$ cat config.mk
export PLATFORM = sky130hd
export DESIGN_NAME = int_sequencer
export DESIGN_NICKNAME = d
export VERILOG_FILES = /design/src/rtl/int_sequencer_pkg.sv /design/src/rtl/int_sequencer_nmi_edge_detect.sv /design/src/rtl/int_sequencer.sv
export SDC_FILE = /design/constraint.sdc
export NUM_CORES = 1
export LEC_CHECK = 0
export CORE_ASPECT_RATIO = 0.8
export CORE_MARGIN = 3
export CORE_UTILIZATION = 31
export DETAILED_ROUTE_END_ITERATION = 6
export GPL_TIMING_DRIVEN = 0
export PLACE_DENSITY = 0.86
export SYNTH_ARGS = -nofsm -noshare
export SYNTH_HDL_FRONTEND = slang
export SYNTH_SLANG_ARGS = --single-unit
$ cat constraint.sdc
create_clock -name CLK -period 3.4 [get_ports CLK]
set_clock_uncertainty 0.15 [all_clocks]
set_input_delay 0.34 -clock CLK [delete_from_list [all_inputs] [get_ports CLK]]
set_output_delay 0.34 -clock CLK [all_outputs]
set_load 0.01 [all_outputs]
$ cat src/rtl/int_sequencer_pkg.sv
// Shared definitions for the interrupt sequencer: state encoding, vectors, stack page, P bit layout.
package int_sequencer_pkg;

  typedef enum logic [2:0] {
    ST_IDLE     = 3'd0,
    ST_PUSH_PCH = 3'd1,
    ST_PUSH_PCL = 3'd2,
    ST_PUSH_P   = 3'd3,
    ST_VEC_LO   = 3'd4,
    ST_VEC_HI   = 3'd5
  } state_t;

  localparam logic [15:0] VEC_NMI    = 16'hFFFA;
  localparam logic [15:0] VEC_RESET  = 16'hFFFC;
  localparam logic [15:0] VEC_IRQ    = 16'hFFFE;
  localparam logic [7:0]  STACK_PAGE = 8'h01;
  localparam int          P_BIT_B    = 4;
  localparam int          P_BIT_U    = 5;

  // Status byte as it lands on the stack: U always set, B marks a software break.
  function automatic logic [7:0] pushed_p(input logic [7:0] p, input logic brk);
    logic [7:0] v;
    v          = p;
    v[P_BIT_U] = 1'b1;
    v[P_BIT_B] = brk;
    return v;
  endfunction

endpackage

$ cat src/rtl/int_sequencer_nmi_edge_detect.sv
// NMI rising-edge detector with a pending latch; a new edge wins over a same-cycle clear.
module nmi_edge_detect (
  input  logic i_clk,
  input  logic i_srst,
  input  logic i_nmi,
  input  logic i_clear,
  output logic o_pending
);

  logic r_nmi_prev;
  logic r_pending;

  always_ff @(posedge i_clk) begin
    if (i_srst) begin
      r_nmi_prev <= 1'b0;
      r_pending  <= 1'b0;
    end else begin
      r_nmi_prev <= i_nmi;
      if (i_nmi && !r_nmi_prev)
        r_pending <= 1'b1;
      else if (i_clear)
        r_pending <= 1'b0;
    end
  end

  assign o_pending = r_pending;

endmodule

$ cat src/rtl/int_sequencer.sv
// Interrupt/BRK/reset entry sequencer: pushes PCH, PCL, P then fetches the vector.
// Define INT_NMI_EN to enable NMI edge detection, pending latch and vector hijack.
module int_sequencer
  import int_sequencer_pkg::*;
(
  input  logic        CLK,
  input  logic        RESET,
  input  logic        IRQ,
  input  logic        NMI,
  input  logic        BRK_REQ,
  input  logic        INSTR_DONE,
  input  logic        FLAG_I,
  input  logic [7:0]  PCH_IN,
  input  logic [7:0]  PCL_IN,
  input  logic [7:0]  P_IN,
  input  logic [7:0]  SP_IN,
  input  logic [7:0]  DATA_IN,
  output logic [15:0] ADDR,
  output logic [7:0]  DATA_OUT,
  output logic        read,
  output logic        write,
  output logic        dec_SP,
  output logic        load_PCL,
  output logic        load_PCH,
  output logic        set_I,
  output logic        BUSY
);

  state_t      r_state;
  logic [15:0] r_vec;
  logic        r_brk;
  logic        w_nmi_pending;

`ifdef INT_NMI_EN
  logic w_nmi_clear;

  assign w_nmi_clear = (r_state == ST_VEC_LO) && (r_vec == VEC_NMI) && !RESET;

  nmi_edge_detect u_nmi_edge_detect (
    .i_clk     (CLK),
    .i_srst    (RESET),
    .i_nmi     (NMI),
    .i_clear   (w_nmi_clear),
    .o_pending (w_nmi_pending)
  );
`else
  assign w_nmi_pending = NMI & 1'b0;
`endif

  always_ff @(posedge CLK) begin
    if (RESET) begin
      r_state <= ST_VEC_LO;
      r_vec   <= VEC_RESET;
      r_brk   <= 1'b0;
    end else begin
      case (r_state)
        ST_IDLE: begin
          if (INSTR_DONE) begin
            if (w_nmi_pending) begin
              r_state <= ST_PUSH_PCH;
              r_vec   <= VEC_NMI;
              r_brk   <= 1'b0;
            end else if (BRK_REQ) begin
              r_state <= ST_PUSH_PCH;
              r_vec   <= VEC_IRQ;
              r_brk   <= 1'b1;
            end else if (IRQ && !FLAG_I) begin
              r_state <= ST_PUSH_PCH;
              r_vec   <= VEC_IRQ;
              r_brk   <= 1'b0;
            end
          end
        end
        ST_PUSH_PCH: r_state <= ST_PUSH_PCL;
        ST_PUSH_PCL: r_state <= ST_PUSH_P;
        ST_PUSH_P: begin
          r_state <= ST_VEC_LO;
          // Late NMI steals the vector; the B bit already on the stack is left alone.
          if (w_nmi_pending)
            r_vec <= VEC_NMI;
        end
        ST_VEC_LO: r_state <= ST_VEC_HI;
        ST_VEC_HI: r_state <= ST_IDLE;
        default:   r_state <= ST_IDLE;
      endcase
    end
  end

  always_comb begin
    ADDR     = 16'h0000;
    DATA_OUT = 8'h00;
    read     = 1'b0;
    write    = 1'b0;
    dec_SP   = 1'b0;
    load_PCL = 1'b0;
    load_PCH = 1'b0;
    set_I    = 1'b0;
    if (!RESET) begin
      case (r_state)
        ST_PUSH_PCH: begin
          ADDR     = {STACK_PAGE, SP_IN};
          DATA_OUT = PCH_IN;
          write    = 1'b1;
          dec_SP   = 1'b1;
        end
        ST_PUSH_PCL: begin
          ADDR     = {STACK_PAGE, SP_IN};
          DATA_OUT = PCL_IN;
          write    = 1'b1;
          dec_SP   = 1'b1;
        end
        ST_PUSH_P: begin
          ADDR     = {STACK_PAGE, SP_IN};
          DATA_OUT = pushed_p(P_IN, r_brk);
          write    = 1'b1;
          dec_SP   = 1'b1;
        end
        ST_VEC_LO: begin
          ADDR     = r_vec;
          DATA_OUT = DATA_IN;
          read     = 1'b1;
          load_PCL = 1'b1;
          set_I    = 1'b1;
        end
        ST_VEC_HI: begin
          ADDR     = r_vec + 16'd1;
          DATA_OUT = DATA_IN;
          read     = 1'b1;
          load_PCH = 1'b1;
        end
        default: ;
      endcase
    end
  end

  assign BUSY = (r_state != ST_IDLE);

endmodule

==> key figures <==
Status
  – Status: finished clean

Route
  – Via count: between 900 and 1000
  – Final Routed Wirelength: 2840 µm
  – Drt wl/cell: ~15 µm
  – DR iter-0 viols: 5
  – Routed vias/inst: 5.15
  – Antenna Violating Nets Remaining: 0
  – DRC Markers: 0
  – Drt pass-1 iters: 5

Pwr
  – Pint: about 280 µW
  – Clock share of power: around 17%
  – Combinational share of power: roughly 67%
  – PwrDens: between 200 and 300 mW/mm²
  – NetSw: ~140 µW
  – Seq pwr share: roughly 16%
  – Lkg Pwr: between 0.0006 and 0.0007 µW
  – Maximum vdd ir drop: 0.000181 V
  – Switching Fraction: between 30% and 40%
  – Power, Total: between 400 and 500 µW

Synthesis
  – Mux share of post-synthesis cell area: 0%
  – Post-synth EDFFs: 0
  – Post-Synth Simple-Gate Area: between 20% and 30%
  – Synthesized area: between 700 and 800 µm²
  – Synth Area in XOR/XNOR: 0%
  – Main combinational cell family by area after synthesis: compound AO/OA/AOI/OAI gates
  – Most common flop cell mapped by yosys: dfxtp_1
  – Yosys cell types: 31
  – Post-synthesis average cell area: roughly 8.5 µm²
  – Complex-gate fraction of the synthesized area: approximately 38%
  – Instance count of the mapped netlist: between 80 and 90
  – Adder-Cell Fraction of Synth Area: 0%
  – Asr flop ratio synth: 0%
  – Yosys reg bits: 5
  – Sequential share of the synthesized area: 13.2%
  – Synth warn: 0
  – Synth Net Count: ~140

Clock tree
  – Clock Latency Late Sink: around 0.25 ns
  – Setup Buffers After CTS: 0
  – Clk root buf: clkbuf_4
  – CTS Buf Count: 3
  – Post-CTS Hold Fix Bufs: 0
  – CTS tree: built
  – Clock Tree Buf Depth: 2
  – Number of H-tree levels: 1
  – CTS Sinks: 5
  – Post-CTS sizing: 0
  – Clk pin slew, worst setup/hold paths: approximately 0.05 ns

Placed design
  – Placed cell area: approximately 0.0015 mm²
  – Detail Placement HPWL: between 2000 and 2500 µm
  – Port Buffer Count: 73
  – GP Congestion: 0.701

Worst setup path
  – Critical Path, Cell by Cell: buf_6 > nor3b_4 > a22oi_1 > a21oi_1 > clkdlybuf4s50_1
  – Critical-path maximum fanout: 9
  – CP Capture Type: output port
  – Worst R2R Setup Slack: ~2.1 ns
  – Crit path kind: register to output port
  – Startpoint types: register
  – Required time of the critical path: 2.91 ns
  – CP max stage delay: roughly 0.58 ns
  – Arrival time at the worst endpoint: about 2 ns
  – Critical path's slowest cell: clkdlybuf4s50_1

Job
  – Number of max-cap violations: 0

STA
  – # setup viols final: 0
  – Total negative slack: 0 ns
  – Pins Over Slew Limit: 0
  – Unrepaired setup endpoints after global routing: no
  – Slew @ Worst Pin: around 0.4 ns
  – Minimum clock period: approximately 2.5 ns
  – Endpoints failing hold: 0
  – Final Cycle Share: between 70% and 80%
  – Slew margin rel.: between 70% and 80%
  – FMAX: 0.407 GHz

Floorplan
  – Die area: ~0.0031 mm²
  – Die X: approximately 61 µm
  – Die Y: around 50 µm
  – Initial cell density of the core: about 34%
  – Site row count: 15
  – Top Ports: roughly 80
  – Core Box Area: approximately 0.0022 mm²

Cells and area
  – Register area: 100 µm²
  – Fillcell total: about 180
  – Diodes inserted: 0
  – Design Area, Final: around 0.0015 mm²
  – Area occupied by multi-input gates: 493 µm²
  – Final #Nets: 214
  – Final Core Density: between 60 and 70%
  – Fraction of layout cells with a size suffix above 1: 24.1%
  – Area Growth Syn to Fin: 104%

Global route
  – Gr usage total: 19.1%
  – GR Overflow Total: 0
  – First-pass GRT wire length: approximately 4400 µm
  – Largest net degree at the start of global routing: 17
  – Initial antenna violation count: 0
  – Vias in the first global route: 1032

Hold path
  – Hold Path Class: primary input to register
## sequential cells by signal, indices dropped and copies added (netlist names)
name,flops
r_state,3
r_brk,1
r_vec,1
## cell usage after synthesis (2+ instances only)
library cell  number  area, µm²
a21o_2             6       52.6
a21oi_1           10       50.1
a22o_2             2       20.0
a22oi_1            7       52.6
buf_4             10       75.1
buf_6              5       56.3
dfxtp_1            5        100
inv_1              4       15.0
nand2_1            2       7.51
nor2_4             2       22.5
nor2b_4            2       27.5
nor3_1             2       10.0
nor3_4             2       32.5
o211ai_1           8       60.1
or2_1              4       25.0
or2_2              3       18.8
## worst paths after layout
| path | cells past startpoint | startpoint | endpoint |
|---|---|---|---|
| setup / recovery | 5 | r_state[0]$_SDFFE_PP0P_ | DATA_OUT[1] |
| hold reg to reg | 2 | r_vec[1]$_SDFFE_PP0P_ | r_vec[1]$_SDFFE_PP0P_ |
| setup reg to reg | 4 | r_state[1]$_SDFFE_PP0P_ | r_brk$_SDFFE_PP0P_ |
| hold / removal | 2 | RESET | r_vec[1]$_SDFFE_PP0P_ |
## worst max-delay path: cells and delay by family, from the launching register on
family,cells,cell delay [ns]
flops,1,0.32
simple gates,1,0.35
compound gates,2,0.32
buf+inv,2,0.72
## cell families (layout without fill, tap and decap cells)
| logic type | after synthesis | after routing |
|---|---|---|
| DFF | 5 | 5 |
| buffers and inverters | 21 | 98 |
| and+or+nand+nor | 23 | 23 |
| AOI/OAI and AO/OA | 40 | 40 |
## through the flow
stage	instances	setup slack, ns	hold WS, ns
after floorplan	89	1.78	0.275
after global placement	187	1.20	0.292
after detailed placement	187	1.20	0.297
after CTS	191	0.937	0.155
after global routing	191	0.859	0.149
final	191	0.942	0.159
## cells in the final DEF, fill, tap and decap left out, types with 2 or more instances in the layout
master	netlist	layout
or2_2	3	3
clkbuf_4	0	3
a22o_2	2	2
nor2b_4	2	2
buf_6	5	5
o211ai_1	8	8
nand2_1	2	2
clkdlybuf4s50_1	0	73
inv_1	4	4
a22oi_1	7	7
dfxtp_1	5	5
a21oi_1	10	10
nor2_4	2	2
nor3_4	2	2
or2_1	4	4
nor3_1	2	2
buf_4	10	10
a21o_2	6	6
## layout make-up
class | count | share of cell area (%)
Inverter | 5 | 1.21
Multi-Input combinational cell | 63 | 31.9
Tap cell | 25 | 2.02
Buffer | 16 | 9.47
Sequential cell | 5 | 6.47
Clock buffer | 4 | 1.70
Timing Repair Buffer | 73 | 47.2
## metal layers
metal / wire length (µm) / share of wire [%] / GRT usage [%]
met1: 1080 / 38 / 19.4
met5: 0 / 0 / 0
met2: 1330 / 47 / 32.7
met3: 377 / 13 / 8.74
met4: 46 / 1.6 / 8.66
## power groups by stage
stage	Clock [µW]	Sequential (µW)	Combinational, µW
after detailed placement	0	67.1	285
after floorplan	0	66.7	141
after global routing	79.1	66.3	303
after global placement	0	67.0	280
final	72.6	66.0	284
after CTS	72.9	66.0	287
No activity file was read; power rests on OpenSTA's default activity.
